--- src/rtl/adder_pkg.sv ---
// Shared helpers for the pipelined ripple adder.
// Segment sizing lives here so the top and any wrapper agree on the split.
package adder_pkg;

    function automatic int seg_width(input int width, input int stages);
        return (stages > 0) ? width / stages : width;
    endfunction

endpackage

--- src/rtl/full_adder.sv ---
// One-bit full adder cell built from plain XOR/majority logic.
module full_adder (
    input  logic a,
    input  logic b,
    input  logic ci,
    output logic sum,
    output logic co
);

    assign sum = a ^ b ^ ci;
    assign co  = (a & b) | (ci & (a ^ b));

endmodule

--- src/rtl/full_adder_aoi.sv ---
// One-bit full adder cell in AND-OR-INVERT form: the inverted carry is reused to form the sum.
module full_adder_aoi (
    input  logic a,
    input  logic b,
    input  logic ci,
    output logic sum,
    output logic co
);

    logic co_n;

    assign co_n = ~((a & b) | (ci & (a | b)));
    assign sum  = ((a | b | ci) & co_n) | (a & b & ci);
    assign co   = ~co_n;

endmodule

--- src/rtl/pra_segment.sv ---
// Combinational SEG-bit ripple segment; also exposes the carry into its MSB for overflow detection.
module pra_segment #(
    parameter int SEG     = 16,
    parameter int USE_AOI = 0
) (
    input  logic [SEG-1:0] a,
    input  logic [SEG-1:0] b,
    input  logic           ci,
    output logic [SEG-1:0] sum,
    output logic           co,
    output logic           cmsb
);

    logic [SEG:0] c;

    assign c[0] = ci;

    for (genvar i = 0; i < SEG; i++) begin : g_bit
        if (USE_AOI != 0) begin : g_aoi
            full_adder_aoi u_fa (
                .a  (a[i]),
                .b  (b[i]),
                .ci (c[i]),
                .sum(sum[i]),
                .co (c[i+1])
            );
        end else begin : g_plain
            full_adder u_fa (
                .a  (a[i]),
                .b  (b[i]),
                .ci (c[i]),
                .sum(sum[i]),
                .co (c[i+1])
            );
        end
    end

    assign co   = c[SEG];
    assign cmsb = c[SEG-1];

endmodule

--- src/rtl/pipelined_ripple_adder.sv ---
// Pipelined ripple-carry adder/subtractor: one SEG-bit segment per stage, carry registered
// between stages, global stall when the consumer back-pressures a valid result.
module pipelined_ripple_adder
    import adder_pkg::*;
#(
    parameter int WIDTH   = 64,
    parameter int STAGES  = 4,
    parameter int USE_AOI = 0
) (
    input  logic             clk,
    input  logic             rst_n,
    input  logic             in_valid,
    output logic             in_ready,
    input  logic [WIDTH-1:0] in1,
    input  logic [WIDTH-1:0] in2,
    input  logic             ci,
    input  logic             sub,
    output logic             out_valid,
    input  logic             out_ready,
    output logic [WIDTH-1:0] sum,
    output logic             co,
    output logic             ovf
);

    localparam int SEG = seg_width(WIDTH, STAGES);

    if (STAGES < 1 || STAGES > WIDTH || (WIDTH % STAGES) != 0) begin : g_param_check
        $error("pipelined_ripple_adder: WIDTH=%0d must split evenly into 1..WIDTH stages, got STAGES=%0d",
               WIDTH, STAGES);
    end

    // a_hi/b_hi carry the not-yet-added upper operand slices; sum_lo collects finished slices.
    typedef struct packed {
        logic             valid;
        logic [WIDTH-1:0] a_hi;
        logic [WIDTH-1:0] b_hi;
        logic [WIDTH-1:0] sum_lo;
        logic             carry;
        logic             cmsb;
    } stage_t;

    logic             adv;
    logic [WIDTH-1:0] b_cond;
    logic             c0;
    stage_t           last;

    assign b_cond = sub ? ~in2 : in2;
    assign c0     = sub ? 1'b1 : ci;

    // Global stall: every stage moves only when the output slot is free or being drained.
    assign adv      = !last.valid || out_ready;
    assign in_ready = adv;

    for (genvar k = 0; k < STAGES; k++) begin : g_stage
        stage_t         stage_in;
        stage_t         stage_d;
        stage_t         stage_q;
        logic [SEG-1:0] seg_sum;
        logic           seg_co;
        logic           seg_cmsb;

        if (k == 0) begin : g_entry
            // NOTE: every field gets a default before selective overrides, so no latch is inferred.
            always_comb begin
                stage_in       = '0;
                stage_in.valid = in_valid;
                stage_in.a_hi  = in1;
                stage_in.b_hi  = b_cond;
                stage_in.carry = c0;
            end
        end else begin : g_link
            assign stage_in = g_stage[k-1].stage_q;
        end

        pra_segment #(
            .SEG    (SEG),
            .USE_AOI(USE_AOI)
        ) u_seg (
            .a   (stage_in.a_hi[k*SEG +: SEG]),
            .b   (stage_in.b_hi[k*SEG +: SEG]),
            .ci  (stage_in.carry),
            .sum (seg_sum),
            .co  (seg_co),
            .cmsb(seg_cmsb)
        );

        always_comb begin
            stage_d                      = stage_in;
            stage_d.sum_lo[k*SEG +: SEG] = seg_sum;
            stage_d.carry                = seg_co;
            stage_d.cmsb                 = seg_cmsb;
        end

        // NOTE: pipeline registers are reset (non-blocking, async) so sum/co/ovf read 0, never X,
        // until the first real op arrives; bubbles only clear valid and leave the payload alone.
        always_ff @(posedge clk or negedge rst_n) begin
            if (!rst_n) begin
                stage_q <= '0;
            end else if (adv) begin
                if (stage_in.valid) begin
                    stage_q <= stage_d;
                end else begin
                    stage_q.valid <= 1'b0;
                end
            end
        end
    end

    assign last      = g_stage[STAGES-1].stage_q;
    assign out_valid = last.valid;
    assign sum       = last.sum_lo;
    assign co        = last.carry;
    assign ovf       = last.cmsb ^ last.carry;

endmodule

--- config.mk ---
export PLATFORM = sky130hd
export DESIGN_NAME = pipelined_ripple_adder
export DESIGN_NICKNAME = d
export VERILOG_FILES = /design/src/rtl/adder_pkg.sv /design/src/rtl/full_adder.sv /design/src/rtl/full_adder_aoi.sv /design/src/rtl/pra_segment.sv /design/src/rtl/pipelined_ripple_adder.sv
export SDC_FILE = /design/constraint.sdc
export NUM_CORES = 1
export LEC_CHECK = 0
export ABC_AREA = 0
export CORE_ASPECT_RATIO = 0.7
export CORE_MARGIN = 2
export CORE_UTILIZATION = 56
export DETAILED_ROUTE_END_ITERATION = 16
export GPL_TIMING_DRIVEN = 0
export PLACE_DENSITY = 0.83
export SETUP_SLACK_MARGIN = 0.2
export SLEW_MARGIN = 25
export SYNTH_ARGS = -nofsm -noshare
export SYNTH_HDL_FRONTEND = slang
export SYNTH_SLANG_ARGS = --single-unit
--- constraint.sdc ---
create_clock -name clk -period 10.2 [get_ports clk]
set_input_delay 2.04 -clock clk [delete_from_list [all_inputs] [get_ports clk]]
set_output_delay 2.04 -clock clk [all_outputs]
set_load 0.02 [all_outputs]
-- Yosys cells after proc, flatten, opt, wreduce, memory -nomap -nowiden
Cells that the tools add are included.
- bitwise operators: 322
- mux-type cells: 6
- reductions and logical operators: 6
- operators with widths (cell ; number):
    $xor 1x1->1 ; 129
    $and 1x1->1 ; 128
    $mux 64 ; 1
    $not 64->64 ; 1
    $or 1x1->1 ; 64
    $reduce_and 2->1 ; 4
    $mux 1 ; 5
    $logic_not 1->1 ; 1
    $logic_or 1x1->1 ; 1
- register bits after elaboration: 553
- output and inout port bits: 68
- input port bits: 134

-- Depth between registers and ports, before layout
- depth after elaboration: 35
- depth in mapped cells: 24
- depth with buffers taken out: 22

-- By module
Synthesis repeated with hierarchy kept, for this count alone.
- cell total of the unflattened synthesis: 1027
- area total of the unflattened synthesis: 15850.2 µm²
- by module, submodules not included (module ; area an instance (µm²) ; cells an instance ; instances):
    pipelined_ripple_adder ; 14569.0 ; 963 ; 1
    full_adder ; 20.0 ; 1 ; 64

-- Worst setup path before layout
Ideal clock, no wire load.
- kind: input-to-reg
- start point: input port sub
- end point: register g_stage[0].stage_q[17] (netlist bit)
- setup time: 0.125 ns
- arrival: 8.756 ns
- stages on the path: 24
- path slack: 1.319 ns
- required time: 10.075 ns
- path buffers: 2
- cell sequence: buf_2 -> buf_2 -> xor2_1 -> fa_1 -> inv_1 -> fa_1 -> fa_1 -> fa_1 -> fa_1 -> fa_1 -> fa_1 -> fa_1 -> fa_1 -> inv_1 -> fa_1 -> inv_1 -> fa_1 -> fa_1 -> fa_1 -> fa_1 -> fa_1 -> inv_1 -> fa_1 -> mux2_4
- word-level cells in the longest chain between the ends: 33
- RTL lines (what ; RTL line ; text):
    from (decl) ; pipelined_ripple_adder.sv:17 ; input logic sub,
    $mux 64 ; pipelined_ripple_adder.sv:47 ; assign b_cond = sub ? ~in2 : in2;
    $xor 1x1->1 ; full_adder.sv:11 ; assign co = (a & b) | (ci & (a ^ b));
    $and 1x1->1 ; full_adder.sv:11 ;
    $or 1x1->1 ; full_adder.sv:11 ;
    $and 1x1->1 ; full_adder.sv:11 ;
    $or 1x1->1 ; full_adder.sv:11 ;
    $and 1x1->1 ; full_adder.sv:11 ;
    $or 1x1->1 ; full_adder.sv:11 ;
    [... 18 more ...] ; -- ;
    $and 1x1->1 ; full_adder.sv:11 ;
    $or 1x1->1 ; full_adder.sv:11 ;
    $and 1x1->1 ; full_adder.sv:11 ;
    $or 1x1->1 ; full_adder.sv:11 ;
    $and 1x1->1 ; full_adder.sv:11 ;
    $or 1x1->1 ; full_adder.sv:11 ;
    $xor 1x1->1 (*) ; full_adder.sv:10 ; assign sum = a ^ b ^ ci;
    via g_stage[0].u_seg.g_bit[15].g_plain.u_fa.sum ; full_adder.sv:6 ; output logic sum,
    to (signal assigned) ; pipelined_ripple_adder.sv:101 ; stage_q <= stage_d;
    to (decl) ; pipelined_ripple_adder.sv:57 ; stage_t stage_q;
The timed path passes the listed nets; every way through them passes the cells marked *.
A chain may end at the register's enable or synchronous reset.

-- Final worst setup path
Same ends and word-level chain as after synthesis.

==> impl_results.md <==
- Placed cells: 1,666
- Area Overhead vs Synth: 23.6%
- Power Density: 323 nW/µm²
- CP Launch Type: input pin
- Antenna-violating nets left: 0
- Final #Nets: 1,532
- FF+latch count, synth: 361
- Final Cell Area: 19,900 µm²
- Pin count of the biggest net entering global routing: 98
- Hold depth: 2
- Drt drc: 0
- RePlAce Congestion: 0.767
- Layout cells sized above 1: 0.341
- Number of fill cells: 1,870
- Synthesized cell area: 16,100 µm²
- Num ports: 202
- Reg2reg setup slack: 2.17 ns
- Commonest non-fill, non-tap cells in the layout: 361 x dfrtp_1, 240 x mux2_2, 198 x clkdlybuf4s50_1
- DP HPWL: 23,400 µm
- Crit path max fanout: 10
- IR drop worst, VDD: 0.000130 V
- Final setup vio count: 0
- Vias: 8,989
- PortBufs: 199
- Detailed router's first-iteration violation count: 456
- Worst-skew pair later-pin latency: 0.52 ns
- Synth unique cells: 22
- Int Pwr: 4.42 mW
- Worst Setup Path Type: in2reg
- Max-slew violations: 0
- Initial antenna violation count: 1
- GR Util All Layers: 0.229
- RSZ-0062 raised after global routing: false
- Clk buf depth: 3
- Vias per inst: 5.20
- Sequential Power Share: 0.387
- Minimum clock period: 9.08 ns
- Die area: 30,200 µm²
- DR top layer: met4
- CTS clk-pin slew, worst paths: 0.06 ns
- Remaining Overflow, GRT: 0
- Sequential fraction of the synthesis area: 0.560
- Worst EP arrival: 9.48 ns
- Commonest non-fill, non-tap cell in the layout: dfrtp_1
- Required @ worst endpoint: 10.60 ns
- Hold path startpoint: g_stage[2].stage_q[194]
- Fin. Hold Viols: 0
- Post-Syn Instances: 1,092
- Crit end category: flip-flop
- Met2 wire length: 15,100 µm
- Syn Area/Cell: 14.8 µm²
- Post-DP Area: 18,700 µm²
- Status: complete, no violations
- Wire per inst: 19.1 µm
- Clock Power Share: 0.213
- Lkg Pwr: 8.70 nW
- Worst r2r src: g_stage[0].stage_q[146]
- Max-slew headroom: 0.628
- Slew @ Worst Pin: 0.558 ns
- Row count: 51
- Die height: 146 µm
- # hold bufs at CTS: 0
- Max Freq: 110 MHz
- R2R depth: 20
- WL met3: 1770 µm
- Yosys warning count: 0
- H-tree depth: 2
- CTS tree: done
- Final wirelength: 33,100 µm
- Resize count post-CTS: 0
- Hold/Removal Path Class: reg2reg
- Postcts setup bufs: 0
- Final Cycle Share: 0.890
- Cell Count, Final, Fillers Out: 1,730
- Initial Utilization: 0.575
- R2R Path End: g_stage[1].stage_q[33]
- Net Sw Frac: 0.314
- Die width: 207 µm
- Worst Hold Endpoint: out_valid
- CTS root buf: clkbuf_16
- Syn nets: 1,290
- Combinational power share: 0.400
- Net Sw Power: 2.02 mW
- Max Cap Viol: 0
- Post-Route M1 WL: 15,500 µm
- Clock Sinks: 361
- CTS buffer count: 37
- First-pass GRT wire length: 53,100 µm
- Core area: 28,100 µm²
- Drt pass-1 iters: 4
- Vias in the first global route: 9,854
- Final setup skew: 0.0216 ns
-- per-stage QoR --
stage	power, mW	worst slack (ns)	hold WS [ns]	util	TNS (ns)
2_1_floorplan	4.21	1.32	0.436	-	0
3_3_place_gp	4.96	-8.17	0.458	0.662	-2932.59
3_5_place_dp	5.10	0.488	0.473	0.666	0
4_1_cts	6.51	1.03	0.491	0.710	0
5_1_grt	6.87	0.833	0.502	0.710	0
6_report	6.44	1.12	0.486	0.710	0
-- critical path, cell delays in order --
cell    delay (ns)
buf_2         0.31
buf_2         0.40
xor2_1        0.23
fa_1          0.22
inv_1         0.09
fa_1          0.40
fa_1          0.40
fa_1          0.40
fa_1          0.41
fa_1          0.40
fa_1          0.43
fa_1          0.41
fa_1          0.39
inv_1         0.08
fa_1          0.15
inv_1         0.04
fa_1          0.37
fa_1          0.39
fa_1          0.39
fa_1          0.39
fa_1          0.37
inv_1         0.07
fa_1          0.41
mux2_4        0.27
-- power by group through the flow --
stage | Sequential, mW | Clock [mW] | Combinational (mW)
floorplan | 2.38 | 0 | 1.83
finish | 2.49 | 1.37 | 2.57
detailed placement | 2.52 | 0 | 2.59
global placement | 2.49 | 0 | 2.47
global route | 2.58 | 1.46 | 2.83
CTS | 2.50 | 1.40 | 2.62
-- layout make-up --
class / count / area [µm²] / area share
Multi-Input combinational cell: 549 / 6010 / 0.302
Sequential cell: 361 / 9030 / 0.453
Clock inverter: 13 / 171 / 0.00859
Clock buffer: 50 / 1060 / 0.0534
Tap cell: 371 / 464 / 0.0233
Timing Repair Buffer: 203 / 2110 / 0.106
Antenna cell: 1 / 2.50 / 0.000125
Buffer: 121 / 861 / 0.0432
Inverter: 61 / 229 / 0.0115
-- cells in the mapped netlist --
cell type / n / share of area
a21oi_1: 94 / 0.029
a31oi_1: 2 / 0.00078
and2_1: 1 / 0.00039
buf_1: 2 / 0.00047
buf_2: 25 / 0.0078
buf_4: 70 / 0.033
buf_6: 15 / 0.010
clkbuf_1: 9 / 0.0021
dfrtp_1: 361 / 0.56
fa_1: 64 / 0.079
inv_1: 61 / 0.014
mux2_2: 240 / 0.17
mux2_4: 46 / 0.043
mux2i_1: 19 / 0.012
nand2_1: 3 / 0.00070
nand2_2: 2 / 0.00078
nand2b_1: 1 / 0.00039
nand3_1: 4 / 0.0012
o21ai_0: 7 / 0.0022
or2_2: 1 / 0.00039
xnor2_1: 59 / 0.032
xor2_1: 6 / 0.0033
-- cell families after synthesis --
group / share of synthesized area
compound gates: 0.0321
fa+ha+maj: 0.0794
xor+xnor: 0.0353
buf+inv: 0.0675
simple gates: 0.00388
flops: 0.560
mux: 0.222
-- worst max path at each step --
stage | from | end | slack (ns) | depth (start not counted)
CTS | sub | g_stage[0].stage_q[17] | 1.03 | 24
detailed placement | sub | g_stage[0].stage_q[17] | 0.49 | 24
global route | sub | g_stage[0].stage_q[17] | 0.83 | 24
finish | sub | g_stage[0].stage_q[17] | 1.12 | 24
floorplan | sub | g_stage[0].stage_q[17] | 1.32 | 24
global placement | rst_n | sum[38] | -8.17 | 1
-- flip-flops by register name, summed over array words and instances, names as in the netlist --
signal           count
co                   1
g_stage.stage_q    295
out_valid            1
sum                 64
-- layer usage --
| metal | GRT usage | up-vias |
|---|---|---|
| li1 | - | 4080 |
| met1 | 0.342 | 4634 |
| met2 | 0.350 | 226 |
| met3 | 0.0395 | 49 |
| met4 | 0.0613 | 0 |
| met5 | 0 | - |
Power figures use the tool's default switching activity.
